**config.mk**
```make
export PLATFORM = sky130hd
export DESIGN_NAME = dbi_tx_sequencer
export DESIGN_NICKNAME = d
export VERILOG_FILES = /design/src/rtl/dbi_tx_sequencer.sv
export SDC_FILE = /design/constraint.sdc
export NUM_CORES = 1
export LEC_CHECK = 0
export CORE_MARGIN = 2
export CORE_UTILIZATION = 37
export DETAILED_ROUTE_END_ITERATION = 7
export PLACE_DENSITY = 0.76
export SKIP_CTS_REPAIR_TIMING = 1
export SYNTH_ARGS = -nofsm -noshare
export SYNTH_HDL_FRONTEND = slang
export SYNTH_SLANG_ARGS = --single-unit
```
**constraint.sdc**
```tcl
create_clock -name clk -period 2.35 [get_ports clk]
set_input_delay 0.47 -clock clk [delete_from_list [all_inputs] [get_ports clk]]
set_output_delay 0.47 -clock clk [all_outputs]
set_load 0.01 [all_outputs]
```
**src/rtl/dbi_tx_sequencer.sv**
```systemverilog
// DBI TX sequencer: issues config transactions and serialised pixel streams to the DBI PHY.
// Define DBI_TX_SLP_STALL_EN to compile in the stall that follows a sleep-out command.
module dbi_tx_sequencer #(
    parameter int unsigned           INTERNAL_CLK = 125000000,
    parameter int                    DBI_IF_D_W   = 8,
    parameter int                    PXL_BYTES    = 2,
    parameter int                    FRAME_CNT_W  = 18,
    parameter int                    DAT_AMT_W    = 3,
    parameter int unsigned           RST_STALL_MS = 120,
    parameter int unsigned           SLP_STALL_MS = 6,
    parameter logic [DBI_IF_D_W-1:0] SLPOUT_CMD   = DBI_IF_D_W'(8'h11)
) (
    input  logic                              clk,
    input  logic                              rst,
    input  logic [1:0]                        dbi_ctrl_mode_i,
    input  logic [DBI_IF_D_W-1:0]             dbi_mem_com_i,
    input  logic [FRAME_CNT_W-1:0]            frame_pxl_i,
    input  logic                              tx_type_hrst_i,
    input  logic [DAT_AMT_W-1:0]              tx_type_dat_amt_i,
    input  logic                              tx_type_vld_i,
    output logic                              tx_type_rdy_o,
    input  logic [DBI_IF_D_W-1:0]             tx_com_i,
    input  logic                              tx_com_vld_i,
    output logic                              tx_com_rdy_o,
    input  logic [DBI_IF_D_W-1:0]             tx_data_i,
    input  logic                              tx_data_vld_i,
    output logic                              tx_data_rdy_o,
    input  logic [PXL_BYTES*DBI_IF_D_W-1:0]   pxl_d_i,
    input  logic                              pxl_vld_i,
    output logic                              pxl_rdy_o,
    input  logic                              dtp_tx_rdy_i,
    output logic                              dtp_dbi_hrst_o,
    output logic [DBI_IF_D_W-1:0]             dtp_tx_cmd_typ_o,
    output logic [DBI_IF_D_W-1:0]             dtp_tx_cmd_dat_o,
    output logic                              dtp_tx_last_o,
    output logic                              dtp_tx_no_dat_o,
    output logic                              dtp_tx_vld_o,
    output logic                              busy_o,
    output logic                              frame_done_o
);
    localparam int unsigned RST_CYC = INTERNAL_CLK / 1000 * RST_STALL_MS;
`ifdef DBI_TX_SLP_STALL_EN
    localparam int unsigned SLP_CYC = INTERNAL_CLK / 1000 * SLP_STALL_MS;
    localparam int unsigned MAX_CYC = (RST_CYC > SLP_CYC) ? RST_CYC : SLP_CYC;
`else
    localparam int unsigned MAX_CYC = RST_CYC;
`endif
    localparam int STL_W = (MAX_CYC > 1) ? $clog2(MAX_CYC) : 1;
    localparam int CNT_W = FRAME_CNT_W + 2;
    localparam int IDX_W = (PXL_BYTES > 1) ? $clog2(PXL_BYTES) : 1;

    typedef enum logic [2:0] {
        IDLE,
        CONF_TX,
        STREAM_TX,
        RST_STALL
`ifdef DBI_TX_SLP_STALL_EN
        , SLP_STALL
`endif
    } state_t;

    state_t            state, nxt;
    logic [CNT_W-1:0]  cnt;
    logic [IDX_W-1:0]  idx;
    logic [STL_W-1:0]  stl;
    logic              frame_done;
    logic              beat_ok;

    assign beat_ok      = dtp_tx_vld_o & dtp_tx_rdy_i;
    assign busy_o       = (state != IDLE);
    assign frame_done_o = frame_done;

    always_comb begin
        nxt              = state;
        dtp_dbi_hrst_o   = 1'b0;
        dtp_tx_cmd_typ_o = '0;
        dtp_tx_cmd_dat_o = '0;
        dtp_tx_last_o    = 1'b0;
        dtp_tx_no_dat_o  = 1'b0;
        dtp_tx_vld_o     = 1'b0;
        tx_type_rdy_o    = 1'b0;
        tx_com_rdy_o     = 1'b0;
        tx_data_rdy_o    = 1'b0;
        pxl_rdy_o        = 1'b0;
        case (state)
            IDLE: begin
                if (dbi_ctrl_mode_i == 2'd1 && tx_type_vld_i)
                    nxt = CONF_TX;
                else if (dbi_ctrl_mode_i == 2'd2 && pxl_vld_i && frame_pxl_i != '0)
                    nxt = STREAM_TX;
            end
            CONF_TX: begin
                dtp_tx_no_dat_o  = (tx_type_dat_amt_i == '0);
                dtp_dbi_hrst_o   = tx_type_hrst_i;
                dtp_tx_cmd_typ_o = tx_com_i;
                dtp_tx_cmd_dat_o = tx_data_i;
                dtp_tx_vld_o     = tx_type_vld_i & (tx_type_hrst_i |
                                   (tx_com_vld_i & (dtp_tx_no_dat_o | tx_data_vld_i)));
                dtp_tx_last_o    = (cnt == '0) | tx_type_hrst_i | dtp_tx_no_dat_o;
                tx_type_rdy_o    = beat_ok & dtp_tx_last_o;
                tx_com_rdy_o     = tx_type_rdy_o & ~tx_type_hrst_i;
                tx_data_rdy_o    = beat_ok & ~dtp_tx_no_dat_o & ~tx_type_hrst_i;
                if (tx_type_rdy_o) begin
                    nxt = IDLE;
`ifdef DBI_TX_SLP_STALL_EN
                    if (tx_com_i == SLPOUT_CMD) nxt = SLP_STALL;
`endif
                    // reset stall takes priority over sleep-out
                    if (tx_type_hrst_i) nxt = RST_STALL;
                end
            end
            STREAM_TX: begin
                dtp_tx_cmd_typ_o = dbi_mem_com_i;
                dtp_tx_cmd_dat_o = pxl_d_i[int'(idx)*DBI_IF_D_W +: DBI_IF_D_W];
                dtp_tx_vld_o     = pxl_vld_i;
                dtp_tx_last_o    = (cnt == '0);
                pxl_rdy_o        = beat_ok & (idx == '0);
                if (beat_ok && dtp_tx_last_o) nxt = IDLE;
            end
            RST_STALL: if (stl == '0) nxt = IDLE;
`ifdef DBI_TX_SLP_STALL_EN
            SLP_STALL: if (stl == '0) nxt = IDLE;
`endif
            default: nxt = IDLE;
        endcase
    end

    always_ff @(posedge clk or posedge rst) begin
        if (rst) begin
            state      <= IDLE;
            cnt        <= '0;
            idx        <= '0;
            stl        <= '0;
            frame_done <= 1'b0;
        end else begin
            state      <= nxt;
            frame_done <= 1'b0;
            case (state)
                IDLE: begin
                    if (nxt == CONF_TX) begin
                        cnt <= CNT_W'(tx_type_dat_amt_i) - 1'b1;
                    end else if (nxt == STREAM_TX) begin
                        // frame length latched here; later changes on frame_pxl_i are ignored
                        cnt <= CNT_W'(frame_pxl_i) * CNT_W'(PXL_BYTES) - 1'b1;
                        idx <= IDX_W'(PXL_BYTES - 1);
                    end
                end
                CONF_TX: begin
                    if (beat_ok) cnt <= cnt - 1'b1;
                    if (tx_type_rdy_o) begin
                        stl <= STL_W'(RST_CYC - 1);
`ifdef DBI_TX_SLP_STALL_EN
                        if (!tx_type_hrst_i) stl <= STL_W'(SLP_CYC - 1);
`endif
                    end
                end
                STREAM_TX: begin
                    if (beat_ok) begin
                        cnt <= cnt - 1'b1;
                        idx <= (idx == '0) ? IDX_W'(PXL_BYTES - 1) : idx - 1'b1;
                        if (dtp_tx_last_o) frame_done <= 1'b1;
                    end
                end
                default: begin
                    if (stl != '0) stl <= stl - 1'b1;
                end
            endcase
        end
    end
endmodule

```
==> impl_metrics.py <==
metrics = {
    "run_status": {
        "status": "finished with violations",
        "violations": "negative setup slack",
    },
    "layout": {
        "multi_input_area_um2": 2600,
        "fill_cells": 757,
        "diodes": 0,
        "nNetsFinal": 740,
        "regArea_um2": 1230,
        "final_cell_mix": "buf_4, clkdlybuf4s50_1, dfrtp_1, nand2_1, nor2_1",
        "drive_gt1_share_pct": 34.8,
        "area_growth_pct": 71.9,
        "final_common_cell": "buf_4",
    },
    "drt": {
        "viasPerCell": 5.47,
        "num_vias": 4357,
        "routedWlPerCell_um": 16.8,
        "dr.pass1.iters": 5,
        "drtAntennaViolNets": 0,
        "drt_iter0_markers": 179,
        "drcViolationCount": 0,
        "wl_mm": 13.4,
    },
    "worst_setup_path": {
        "r2r_cells": 11,
        "startpoint_type": "register",
        "critPathCaptureType": "output pin",
        "critical_path.reg2reg.endpoint": "cnt[19]",
        "rrSetupSlack_ns": -0.16,
        "cp.arrival_ns": 2.06,
        "crit_type": "register to output pin",
        "timing.rr.start": "cnt[1]",
        "cp_data_required_time_ns": 1.88,
        "cp_max_fo": 5,
    },
    "sta": {
        "setup_ws_ns": -0.180,
        "setup_viol": 27,
        "hold_viol_final": 0,
        "slew_viol_final": 0,
        "slew_headroom_pct": 65.2,
        "fmax_ghz": 0.395,
        "post-route-period-util_pct": 108,
        "period_minus_slack_ns": 2.53,
        "rsz0062_at_grt": "true",
        "worst_slew_pin_slew_ns": 0.522,
        "fin_skew_ns": 0.0109,
    },
    "synth": {
        "synth_edf_count": 0,
        "synth_cells": 435,
        "avgSynthCellArea_um2": 8.41,
        "syn_nets": 512,
        "synth_cell_types": 67,
        "synth_ff_type": "dfrtp_1",
        "ys_ff_latch": 49,
        "postSynth.asyncResetShare_pct": 100,
        "syn_area_um2": 3660,
        "ys_seq_area_share_pct": 33.5,
        "yosysWarnings": 0,
    },
    "global_route": {
        "antenna_found_initial": 0,
        "grt_pass1_wl_mm": 19.1,
        "grt_pass1_vias": 4181,
        "grt_usage_pct": 22.3,
        "grt_max_degree": 30,
        "grt.overflow.total": 0,
    },
    "clock_network": {
        "clock_sinks": 49,
        "cts_root_buffer": "clkbuf_8",
        "insertion_delay_ns": 0.31,
        "clockBufferDepth": 2,
        "cts_buffers": 5,
        "clk_pin_slew_worst_paths_ns": 0.09,
        "htreeDepth": 2,
        "cts_tree": "yes",
    },
    "power_and_ir_drop": {
        "p_total_w": 0.00511,
        "pwr_density_cell_nw_per_um2": 813,
        "power.internal_w": 0.00299,
        "power.share.clock_pct": 10.4,
        "power.leakage_nw": 3.06,
        "p_sw_share_pct": 41.4,
        "irDropWorstVdd_mv": 0.381,
        "pwr-share-comb_pct": 60.8,
        "p_sw_w": 0.00211,
        "sequentialPowerShare_pct": 28.8,
    },
    "placed_design": {
        "io_buffers": 96,
        "dp_hpwl_mm": 9.38,
        "gp_congestion": 0.948,
        "pre_cts_slack_ns": -0.887,
    },
    "flow_run": {
        "drv_cap": 0,
    },
    "floorplanning": {
        "fp.dieH_um": 103,
        "die_x_um": 103,
        "start_util_pct": 37.8,
        "rows": 36,
        "io-pin-count": 97,
        "core_area_um2": 9680,
        "dieArea_um2": 10700,
    },
    "hold_path": {
        "hold_path_class": "input port to asynchronous set/reset pin",
    },
}
worst max path at each step:
stage,from,endpoint,slack [ns],cells after the start
after floorplan,stl[12],stl[5],0.008,8
after global placement,tx_type_dat_amt_i[0],tx_com_rdy_o,-0.76,9
after detailed placement,tx_type_dat_amt_i[0],tx_com_rdy_o,-0.89,9
after CTS,tx_type_dat_amt_i[0],tx_com_rdy_o,-0.89,9
after global routing,cnt[1],tx_com_rdy_o,-0.30,8
final,cnt[1],tx_com_rdy_o,-0.18,8
power by group through the flow:
stage,Combinational [W],Clock [W],Sequential [W]
after global routing,0.00332,0.000571,0.00151
after floorplan,0.00122,0,0.00150
final,0.00311,0.000533,0.00147
after global placement,0.00253,0,0.00145
after CTS,0.00264,0.000532,0.00146
after detailed placement,0.00263,0,0.00146
synth_stat cells, drive strengths merged, types with 3 or more instances:
master  number  area [um^2]
o21ai       38          190
or3         12         80.1
o31ai        5         65.1
or2          3         18.8
mux2i       12          120
dfrtp       49         1230
a32oi        4         35.0
o311ai       6         52.6
a22o         9         78.8
nand2b       5         46.3
nor4        10         62.6
ha           6         75.1
xnor2       12          105
nor3        23          120
and3         3         18.8
a21oi       26          134
nand2       50          188
nand4       12         90.1
inv         12         45.0
nor2        42          175
nand3b       5         50.1
nand3       12         65.1
a31oi        4         31.3
and2         6         37.5
o211ai       4         30.0
clkbuf      10         37.5
buf          6         38.8
or4          6         52.6
xor2        18          158
per-stage QoR:
stage	cells	area, um^2	util (%)	setup TNS [ns]	hold slack [ns]
after floorplan	435	3670	-	0	0.475
after detailed placement	769	5660	58.4	-31.41	0.508
after global placement	769	5660	58.4	-24.94	0.499
after global routing	796	6290	64.9	-5.66	0.554
after CTS	776	5750	59.3	-23.55	0.527
final	796	6290	64.9	-2.38	0.509
cell families (layout without fill, tap and decap cells):
| kind of cell | Yosys count | in the layout | synth area share, % |
|---|---|---|---|
| buffers and inverters | 28 | 256 | 3.32 |
| AOI/OAI and AO/OA | 112 | 112 | 20.7 |
| muxes | 13 | 13 | 3.59 |
| xor gates and xnor gates | 30 | 30 | 7.18 |
| DFF | 49 | 49 | 33.5 |
| other | 1 | 1 | 0.103 |
| and+or+nand+nor | 196 | 196 | 29.5 |
| adders and majority gates | 6 | 6 | 2.05 |
registers in the layout, indices dropped and copies added, names as in the netlist:
name and count:
state 3, idx 1, frame_done_o 1, cnt 20, stl 24
final cells by class:
type | instances | share of cell area (%)
repair buffers | 237 | 34.5
well taps | 133 | 2.65
inverters | 12 | 0.716
multi-input cells | 358 | 41.3
flip-flops and latches | 49 | 19.5
clock buffers | 7 | 1.37
layer usage:
| metal | vias up | GRT usage, % | wire length, um |
|---|---|---|---|
| met2 | 130 | 40.5 | 7310 |
| met1 | 2134 | 28.2 | 5230 |
| li1 | 2059 | - | - |
| met5 | - | 0 | 0 |
| met4 | 0 | 5.47 | 314 |
| met3 | 34 | 2.76 | 520 |
worst max-delay path: stages, from the launching register on:
cell and delay (ns):
dfrtp_1 0.40, inv_2 0.08, ha_4 0.13, nor4b_4 0.28, nand3_2 0.23, o21ai_4 0.21
nand3_2 0.15, nor2_1 0.12, clkbuf_2 0.15
(Power assumes the default switching activity.)
